**src/rtl/mx_block_unpacker.sv**
```systemverilog
// MX block unpacker: turns a {ctrl, element} beat stream into per-element outputs tagged with the block exponent and index.
// Define MX_BLOCK_STATS_EN to build the saturating blk_count/err_count statistics counters.
module mx_block_unpacker #(
    parameter int ELEM_WIDTH = 6,
    parameter int EXP_WIDTH  = 8,
    parameter int BLOCK_SIZE = 32
) (
    input  logic                          clk,
    input  logic                          rst,
    input  logic                          in_valid,
    output logic                          in_ready,
    input  logic [ELEM_WIDTH+1:0]         in_data,
    input  logic [EXP_WIDTH-1:0]          in_exp,
    output logic                          out_valid,
    input  logic                          out_ready,
    output logic                          out_sign,
    output logic [ELEM_WIDTH-2:0]         out_mantissa,
    output logic [EXP_WIDTH-1:0]          out_exp,
    output logic [$clog2(BLOCK_SIZE)-1:0] out_idx,
    output logic                          out_first,
    output logic                          out_last,
    output logic                          err_pulse,
    output logic [15:0]                   blk_count,
    output logic [15:0]                   err_count
);

    localparam int IDX_W = $clog2(BLOCK_SIZE);
    localparam logic [IDX_W-1:0] LAST_IDX = IDX_W'(BLOCK_SIZE - 1);

    typedef enum logic {IDLE, IN_BLOCK} state_e;

    state_e                 state_q, state_d;
    logic [EXP_WIDTH-1:0]   exp_q, exp_d;
    logic                   out_valid_q, out_valid_d;
    logic                   out_sign_q, out_sign_d;
    logic [ELEM_WIDTH-2:0]  out_mant_q, out_mant_d;
    logic [EXP_WIDTH-1:0]   out_exp_q, out_exp_d;
    logic [IDX_W-1:0]       out_idx_q, out_idx_d;
    logic                   out_first_q, out_first_d;
    logic                   out_last_q, out_last_d;
    logic                   err_q, err_d;

    logic [1:0]       ctrl;
    logic             accept;
    logic [IDX_W-1:0] next_idx;
    logic             block_end;

    assign in_ready  = !out_valid_q || out_ready;
    assign accept    = in_valid && in_ready;
    assign ctrl      = in_data[ELEM_WIDTH+1:ELEM_WIDTH];
    assign next_idx  = out_idx_q + IDX_W'(1);
    assign block_end = (ctrl == 2'b11) || (next_idx == LAST_IDX);

    always_comb begin
        state_d     = state_q;
        exp_d       = exp_q;
        out_valid_d = out_valid_q && !out_ready;
        out_sign_d  = out_sign_q;
        out_mant_d  = out_mant_q;
        out_exp_d   = out_exp_q;
        out_idx_d   = out_idx_q;
        out_first_d = out_first_q;
        out_last_d  = out_last_q;
        err_d       = 1'b0;

        if (accept) begin
            unique case (ctrl)
                2'b10: err_d = 1'b1;
                // A start inside a block flags the truncated block, then restarts.
                2'b01: begin
                    err_d       = (state_q == IN_BLOCK);
                    exp_d       = in_exp;
                    out_valid_d = 1'b1;
                    out_sign_d  = in_data[ELEM_WIDTH-1];
                    out_mant_d  = in_data[ELEM_WIDTH-2:0];
                    out_exp_d   = in_exp;
                    out_idx_d   = '0;
                    out_first_d = 1'b1;
                    out_last_d  = 1'b0;
                    state_d     = IN_BLOCK;
                end
                default: begin
                    if (state_q == IDLE) begin
                        err_d = 1'b1;
                    end else begin
                        out_valid_d = 1'b1;
                        out_sign_d  = in_data[ELEM_WIDTH-1];
                        out_mant_d  = in_data[ELEM_WIDTH-2:0];
                        out_exp_d   = exp_q;
                        out_idx_d   = next_idx;
                        out_first_d = 1'b0;
                        out_last_d  = block_end;
                        if (block_end) state_d = IDLE;
                    end
                end
            endcase
        end
    end

    always_ff @(posedge clk) begin
        if (rst) begin
            state_q     <= IDLE;
            exp_q       <= '0;
            out_valid_q <= 1'b0;
            out_sign_q  <= 1'b0;
            out_mant_q  <= '0;
            out_exp_q   <= '0;
            out_idx_q   <= '0;
            out_first_q <= 1'b0;
            out_last_q  <= 1'b0;
            err_q       <= 1'b0;
        end else begin
            state_q     <= state_d;
            exp_q       <= exp_d;
            out_valid_q <= out_valid_d;
            out_sign_q  <= out_sign_d;
            out_mant_q  <= out_mant_d;
            out_exp_q   <= out_exp_d;
            out_idx_q   <= out_idx_d;
            out_first_q <= out_first_d;
            out_last_q  <= out_last_d;
            err_q       <= err_d;
        end
    end

    assign out_valid    = out_valid_q;
    assign out_sign     = out_sign_q;
    assign out_mantissa = out_mant_q;
    assign out_exp      = out_exp_q;
    assign out_idx      = out_idx_q;
    assign out_first    = out_first_q;
    assign out_last     = out_last_q;
    assign err_pulse    = err_q;

`ifdef MX_BLOCK_STATS_EN
    logic [15:0] blk_count_q, blk_count_d;
    logic [15:0] err_count_q, err_count_d;

    always_comb begin
        blk_count_d = blk_count_q;
        err_count_d = err_count_q;
        if (out_valid_q && out_ready && out_last_q && (blk_count_q != '1))
            blk_count_d = blk_count_q + 16'd1;
        if (err_q && (err_count_q != '1))
            err_count_d = err_count_q + 16'd1;
    end

    always_ff @(posedge clk) begin
        if (rst) begin
            blk_count_q <= '0;
            err_count_q <= '0;
        end else begin
            blk_count_q <= blk_count_d;
            err_count_q <= err_count_d;
        end
    end

    assign blk_count = blk_count_q;
    assign err_count = err_count_q;
`else
    assign blk_count = '0;
    assign err_count = '0;
`endif

endmodule

```
**config.mk**
```make
export PLATFORM = sky130hd
export DESIGN_NAME = mx_block_unpacker
export DESIGN_NICKNAME = d
export VERILOG_FILES = /design/src/rtl/mx_block_unpacker.sv
export SDC_FILE = /design/constraint.sdc
export NUM_CORES = 1
export LEC_CHECK = 0
export BUFFER_PORTS_ARGS = -buffer_cell sky130_fd_sc_hd__buf_2
export CAP_MARGIN = 10
export CORE_MARGIN = 4
export CORE_UTILIZATION = 35
export DETAILED_ROUTE_END_ITERATION = 8
export PLACE_DENSITY = 0.61
export REMOVE_ABC_BUFFERS = 1
export SYNTH_ARGS = -nofsm -noshare
export SYNTH_HDL_FRONTEND = slang
export SYNTH_SLANG_ARGS = --single-unit
```
**constraint.sdc**
```tcl
create_clock -name clk -period 2.3 [get_ports clk]
set_clock_uncertainty 0.2 [all_clocks]
set_input_delay 0.345 -clock clk [delete_from_list [all_inputs] [get_ports clk]]
set_output_delay 0.345 -clock clk [all_outputs]
set_load 0.01 [all_outputs]
```
==> reports/qor.txt, run 1 <==
Ant. Diodes: 0
Die area: 6240 µm²
Crit path cell chain: buf_2 > inv_1 > ha_1 > nand3b_1 > or4_1 > a21oi_1
GRT overflow: 0
Nets: 255
Worst-path maximum fanout: 12
Maximum VDD drop: 0.370 mV
Commonest non-fill, non-tap cell in the layout: buf_2
Share of cells above drive strength 1: 30.7%
Crit Path Class: in -> reg
CP max stage cell: or4_1
IO Count: 76
First-pass GRT wire length: 5.49 mm
Largest net degree at the start of global routing: 25
CP peak stage delay: 560 ps
Layout Utilization: 42.1%
Syn avg cell area: 9.43 µm²
Final worst-path cycle share: 79.4%
Synthesized instance count: 187
Post-synth EDFFs: 0
Total wire length: 3.44 mm
Synth Register Bits: 32
Post-CTS setup buffers: 0
Worst path required time: 2310 ps
Detailed-route via count: 1325
Post-route ant nets: 0
Hold_ws: 99.0 ps
Post_cts resized: 0
Hold Crit Class: in -> reg
Dpl hpwl: 2.53 mm
CTS Sinks: 32
Vias per inst: 4.45
PD cells: 624 nW/µm²
Rows: 25
Root Driver: clkbuf_8
Register area share after synthesis: 36.3%
DIE WIDTH: 79.0 µm
Status: complete, no violations
Crit path time final: 1830 ps
Vias in the first global route: 1217
Gr usage total: 11.0%
Final max-slew violation count: 0
Hold buffers post-CTS: 0
Final hold vios: 0
Worst-path clk slew: 60 ps
Num CTS Buffers: 5
H-tree depth: 2
Synth warnings: 0
CP arrival: 1830 ps
Max-cap violations: 0
Worst skew pair latency: 280 ps
Gpl congestion: 0.705
R2r worst-path depth: 5
CP Capture Type: flip-flop
Startpoint Class: input pin
Worst slew margin: 65.1%
Unique masters post-synth: 32
Max Clock Freq: 0.547 GHz
Final setup viols: 0
Iter 0 DRT Violations: 48
Ys async rst share: 0%
Setup_tns: 0 ps
CORE AREA: 4790 µm²
DR DRC count: 0
CTS tree: yes
Initial antenna violation count: 0
Starting Density: 36.8%
Die Y: 79.0 µm
Design area: 2020 µm²
Post-DP Area: 1920 µm²
Detailed-router iteration count before antenna repair: 4
WL/cell: 11.5 µm
Area grow syn2layout: 14.4%
Cell area after synthesis: 1760 µm²
I/O Buffers: 43
Ys flop type: dfxtp_1
Worst Tran Pin Value: 522 ps
Hold Crit Depth: 3
RSZ-0062 raised after global routing: no
Leakage: 0.924 nW
Most frequent cells in the layout: buf_2 (43), conb_1 (32), dfxtp_1 (32)
Clock Tree Buf Depth: 2
==> layout make-up <==
cell class	instances	area [µm²]
fill	512	2770
multi-input combinational	138	918
clock inverter	1	7.51
sequential	32	641
inverter	6	22.5
timing repair buffer	47	258
tap	67	83.8
clock buffer	7	86.3
==> final timing paths <==
path / end / start / slack, ps
worst max-delay path: out_idx[2]$_SDFFE_PP0P_ / in_data[6] / 470
worst min-delay path: out_mantissa[3]$_SDFFE_PP0P_ / in_data[3] / 100
worst min register to register: out_mantissa[3]$_SDFFE_PP0P_ / out_mantissa[3]$_SDFFE_PP0P_ / 290
worst max register to register: out_idx[2]$_SDFFE_PP0P_ / out_valid$_SDFF_PP0_ / 520
==> critical path: cells and delay by family <==
family,cells,cell delay (ps)
fa+ha+maj,1,250
buf+inv,2,170
compound gates,1,150
simple gates,2,920
==> logic make-up (layout without fill, tap and decap cells) <==
group / count (synthesis) / count (layout) / share of synthesized area, %
other: 1 / 32 / 0.213
adder cells (fa/ha/maj): 5 / 5 / 3.55
AO/OA/AOI/OAI: 30 / 30 / 13.6
flip-flops: 32 / 32 / 36.3
buffers and inverters: 48 / 61 / 18.2
multiplexers: 23 / 23 / 13.1
AND/OR/NAND/NOR: 48 / 48 / 15.0
==> cell usage after synthesis (3+ instances only) <==
cell type / n / area (µm²)
clkbuf_1: 4 / 15.0
buf_4: 33 / 248
nand4_1: 3 / 18.8
a21oi_1: 9 / 45.0
inv_1: 5 / 18.8
ha_1: 5 / 62.6
nor2_1: 26 / 97.6
nand2_1: 3 / 11.3
a211oi_2: 9 / 113
mux2i_1: 22 / 220
dfxtp_1: 32 / 641
or4_1: 5 / 37.5
o21ai_0: 6 / 30.0
==> layer usage <==
metal	vias up	wire length, µm	global-route usage (%)
li1	663	-	-
met1	599	1510	13.0
met2	59	1430	16.8
met3	4	467	5.90
met4	0	38	4.30
met5	-	0	0
==> report_power, final <==
group,leakage [nW],switching (W),internal [W]
Clock,0.0445,0.000205,0.000243
Sequential,0.261,0.0000178,0.000583
Combinational,0.619,0.000125,0.0000843
==> per-stage QoR <==
| stage | power [W] | setup WS (ps) | instances |
|---|---|---|---|
| 2_1_floorplan | 0.000743 | -430 | 176 |
| 3_3_place_gp | 0.000820 | 230 | 290 |
| 3_5_place_dp | 0.000823 | 184 | 290 |
| 4_1_cts | 0.00128 | 467 | 298 |
| 5_1_grt | 0.00133 | 328 | 298 |
| 6_report | 0.00126 | 473 | 298 |
==> flip-flops by register name (all words and copies together), names as in the netlist <==
signal,flops
out_idx,5
out_mantissa,5
state_q,1
out_first,1
out_valid,1
err_pulse,1
out_exp,8
out_sign,1
exp_q,8
out_last,1
Power figures use the tool's default switching activity.
==> run 2, diff against run 1 <==
ABC_AREA = 1   (was default)
PLACE_DENSITY = 0.62   (was 0.61)
clock period = 1.87 ns   (was 2.3 ns; I/O delays follow)
==> reports/qor.txt, run 2 <==
Clock share of power: 44.8% (was 35.6%)
GRT overflow: 0 (unchanged)
Unique masters post-synth: 21 (was 32)
Detailed route wirelength on metal2: 1.71 mm (was 1.43 mm)
CP max stage cell: dfxtp_1 (was or4_1)
Post-synth EDFFs: 0 (unchanged)
Routed length on met3: 237 µm (was 467 µm)
Initial antenna violation count: 0 (unchanged)
CP peak stage delay: 420 ps (was 560 ps)
Status: complete, no violations (unchanged)
Syn avg cell area: 7.24 µm² (was 9.43 µm²)
Crit Path Class: reg -> reg (was in -> reg)
Clock Tree Buf Depth: 2 (unchanged)
Worst-path clk slew: 70 ps (was 60 ps)
Hold_ws: 43.4 ps (was 99.0 ps)
Internal Power: 0.00123 W (was 0.000910 W)
Commonest cells in the netlist: nand2_1 (58), buf_4 (32), dfxtp_1 (32) (was buf_4 (33), dfxtp_1 (32), nor2_1 (26))
Final hold vios: 0 (unchanged)
CTS tree: yes (unchanged)
Num CTS Buffers: 5 (unchanged)
Worst reg2reg setup slack: 260 ps (was 520 ps)
I/O Buffers: 43 (unchanged)
Crit path time final: 1610 ps
PD cells: 818 nW/µm² (was 624 nW/µm²)
Ys async rst share: 0% (unchanged)
H-tree depth: 2 (unchanged)
Vias in the first global route: 1255 (was 1217)
CP arrival: 1540 ps (was 1830 ps)
Most frequent cells in the layout: nand2_1 (58), buf_2 (43), conb_1 (32), dfxtp_1 (32) (was buf_2 (43), conb_1 (32), dfxtp_1 (32))
Hold buffers post-CTS: 0 (unchanged)
Vias per inst: 4.41 (was 4.45)
Max Clock Freq: 0.623 GHz
Top cell type's share of synthesized area: 38.1% (was 36.3%)
Synthesized instance count: 232 (was 187)
Worst slew margin: 59.1% (was 65.1%)
Gr usage total: 11.7% (was 11.0%)
IO Count: 76 (unchanged)
Dpl hpwl: 2.57 mm (was 2.53 mm)
Detailed-router iteration count before antenna repair: 4 (unchanged)
Post-CTS setup buffers: 0 (unchanged)
RSZ-0062 raised after global routing: no (unchanged)
Leakage: 0.920 nW (was 0.924 nW)
Ys flop type: dfxtp_1 (unchanged)
CP Capture Type: flip-flop (unchanged)
Register area share after synthesis: 38.1% (was 36.3%)
Switch Pwr: 0.000376 W (was 0.000348 W)
Final max-slew violation count: 0 (unchanged)
CTS Sinks: 32 (unchanged)
Family with the most delay on the worst path: simple AND/OR/NAND/NOR gates (unchanged)
Rows: 24 (was 25)
Hold Crit Class: in -> reg (unchanged)
Largest area contributor in the netlist: dfxtp_1 (unchanged)
Worst Tran Pin Value: 613 ps (was 522 ps)
Layout Utilization: 43.6% (was 42.1%)
Post-Route M1 WL: 1.59 mm (was 1.51 mm)
Commonest non-fill, non-tap cell in the layout: nand2_1 (was buf_2)
Die Y: 77.3 µm (was 79.0 µm)
Share of cells above drive strength 1: 22.6% (was 30.7%)
Post_cts resized: 0 (unchanged)
Crit path depth: 10 (was 6)
Top cells by area, synth: dfxtp_1 (38%), buf_4 (14%), nand2_1 (13%) (was dfxtp_1 (36%), buf_4 (14%), mux2i_1 (12%))
Area grow syn2layout: 16.8% (was 14.4%)
Synth Register Bits: 32 (unchanged)
Switching portion of total power: 23.4% (was 27.7%)
Final worst-path cycle share: 85.9%
Final setup viols: 0 (unchanged)
Post-route ant nets: 0 (unchanged)
Synth warnings: 0 (unchanged)
Min-delay src: in_data[2] (was in_data[3])
Power share of the sequential group: 44.3% (was 47.7%)
Ant. Diodes: 0 (unchanged)
Crit path cell chain: ha_1 > inv_1 > nand2_1 > nand2_1 > nor2_1 > nand3_1 > nand2_1 > nand2_1 > nand2_1 > a21oi_1 (was buf_2 > inv_1 > ha_1 > nand3b_1 > or4_1 > a21oi_1)
Hold worst-path end: out_mantissa[2]$_SDFFE_PP0P_ (was out_mantissa[3]$_SDFFE_PP0P_)
Starting Density: 37.3% (was 36.8%)
Root Driver: clkbuf_8 (unchanged)
Most frequent cell after synthesis: nand2_1 (was buf_4)
Die area: 5970 µm² (was 6240 µm²)
Top cell by count, worst path: nand2_1
Cell area after synthesis: 1680 µm² (was 1760 µm²)
Gpl congestion: 0.774 (was 0.705)
Worst skew pair latency: 280 ps (about the same)
CORE AREA: 4500 µm² (was 4790 µm²)
Maximum VDD drop: 0.339 mV (was 0.370 mV)
Combinational share of power: 10.9% (was 16.7%)
Hold Crit Depth: 3 (unchanged)
DP Cell Count: 323 (was 290)
Max-cap violations: 0 (unchanged)
Iter 0 DRT Violations: 45 (was 48)
First-pass GRT wire length: 5.66 mm (was 5.49 mm)
Largest net degree at the start of global routing: 33 (was 25)
Startpoint Class: flip-flop (was input pin)
CP Buf/Inv Count: 1 (was 2)
DIE WIDTH: 77.3 µm (was 79.0 µm)
DR DRC count: 0 (unchanged)
Total wire length: 3.59 mm (was 3.44 mm)
Nets: 303 (was 255)
Detailed-route via count: 1460 (was 1325)
WL/cell: 10.8 µm (was 11.5 µm)
R2R Path End: state_q$_SDFFE_PP0P_ (was out_idx[2]$_SDFFE_PP0P_)
Total power: 0.00161 W (was 0.00126 W)
R2R Path Start: out_idx[0]$_SDFFE_PP0P_ (was out_valid$_SDFF_PP0_)
Top Layer Used: met4 (unchanged)
FILL cells: 469 (was 512)
R2r worst-path depth: 10 (was 5)
Worst path required time: 1810 ps (was 2310 ps)
Worst-path maximum fanout: 6 (was 12)
Finished Layout Cells: 331 (was 298)
==> run 2: cell count changes in the layout (fill, tap and decap cells not counted), sizes merged, moves of 4 or more <==
cell,delta
a21oi,+13
inv,+19
mux2i,-22
nand2,+57
nor2,-12
o21ai,+4
or4,-5
==> run 2: area by class of cell <==
class | instances | area (µm²) | area share, %
Timing Repair Buffer | 49 | 260 | 13.3
Clock inverter | 1 | 30.0 | 1.53
Sequential cell | 32 | 641 | 32.7
Clock buffer | 7 | 96.3 | 4.91
Multi-Input combinational cell | 165 | 776 | 39.5
Tap cell | 52 | 65.1 | 3.32
Inverter | 25 | 93.8 | 4.78
==> run 2: logic make-up after synthesis <==
| logic type | Yosys count | synth area share (%) |
|---|---|---|
| adders and majority gates | 5 | 3.72 |
| other | 1 | 0.223 |
| buffers and inverters | 66 | 22.6 |
| DFF | 32 | 38.1 |
| AOI/OAI and AO/OA | 43 | 15.2 |
| and+or+nand+nor | 85 | 20.1 |
==> run 2: how the worst max path moves through the flow <==
stage / from / end / slack (ps)
after floorplan: in_data[7] / out_idx[0]$_SDFFE_PP0P_ / -280
after global placement: in_data[6] / out_idx[0]$_SDFFE_PP0P_ / 140
after detailed placement: in_data[6] / out_idx[0]$_SDFFE_PP0P_ / 120
after CTS: out_idx[0]$_SDFFE_PP0P_ / state_q$_SDFFE_PP0P_ / 250
after global routing: out_idx[0]$_SDFFE_PP0P_ / state_q$_SDFFE_PP0P_ / 50
final: out_idx[0]$_SDFFE_PP0P_ / state_q$_SDFFE_PP0P_ / 260
==> run 2: through the flow <==
step	cell area [µm²]	setup slack [ps]	setup TNS (ps)
6_report	1960	264	0
4_1_cts	1960	255	0
3_5_place_dp	1840	121	0
5_1_grt	1960	54.5	0
3_3_place_gp	1840	143	0
2_1_floorplan	1510	-277	-5470
==> run 2: routing by layer <==
metal | vias to the layer above | global-route usage, %
li1 | 759 | -
met1 | 646 | 14.1
met2 | 49 | 19.0
met3 | 6 | 3.63
met5 | - | 0
met4 | 0 | 4.98
==> run 2: power by group through the flow <==
stage / logic (W) / clock network [W] / registers (W)
final: 0.000174 / 0.000719 / 0.000711
after global routing: 0.000196 / 0.000770 / 0.000713
after CTS: 0.000174 / 0.000740 / 0.000711
after detailed placement: 0.000173 / 0 / 0.000727
after global placement: 0.000171 / 0 / 0.000727
after floorplan: 0.0000978 / 0 / 0.000732
==> run 2: worst min-delay path, stage by stage <==
cell and delay [ps]:
buf_2 90, nand2_1 50, a21oi_1 50
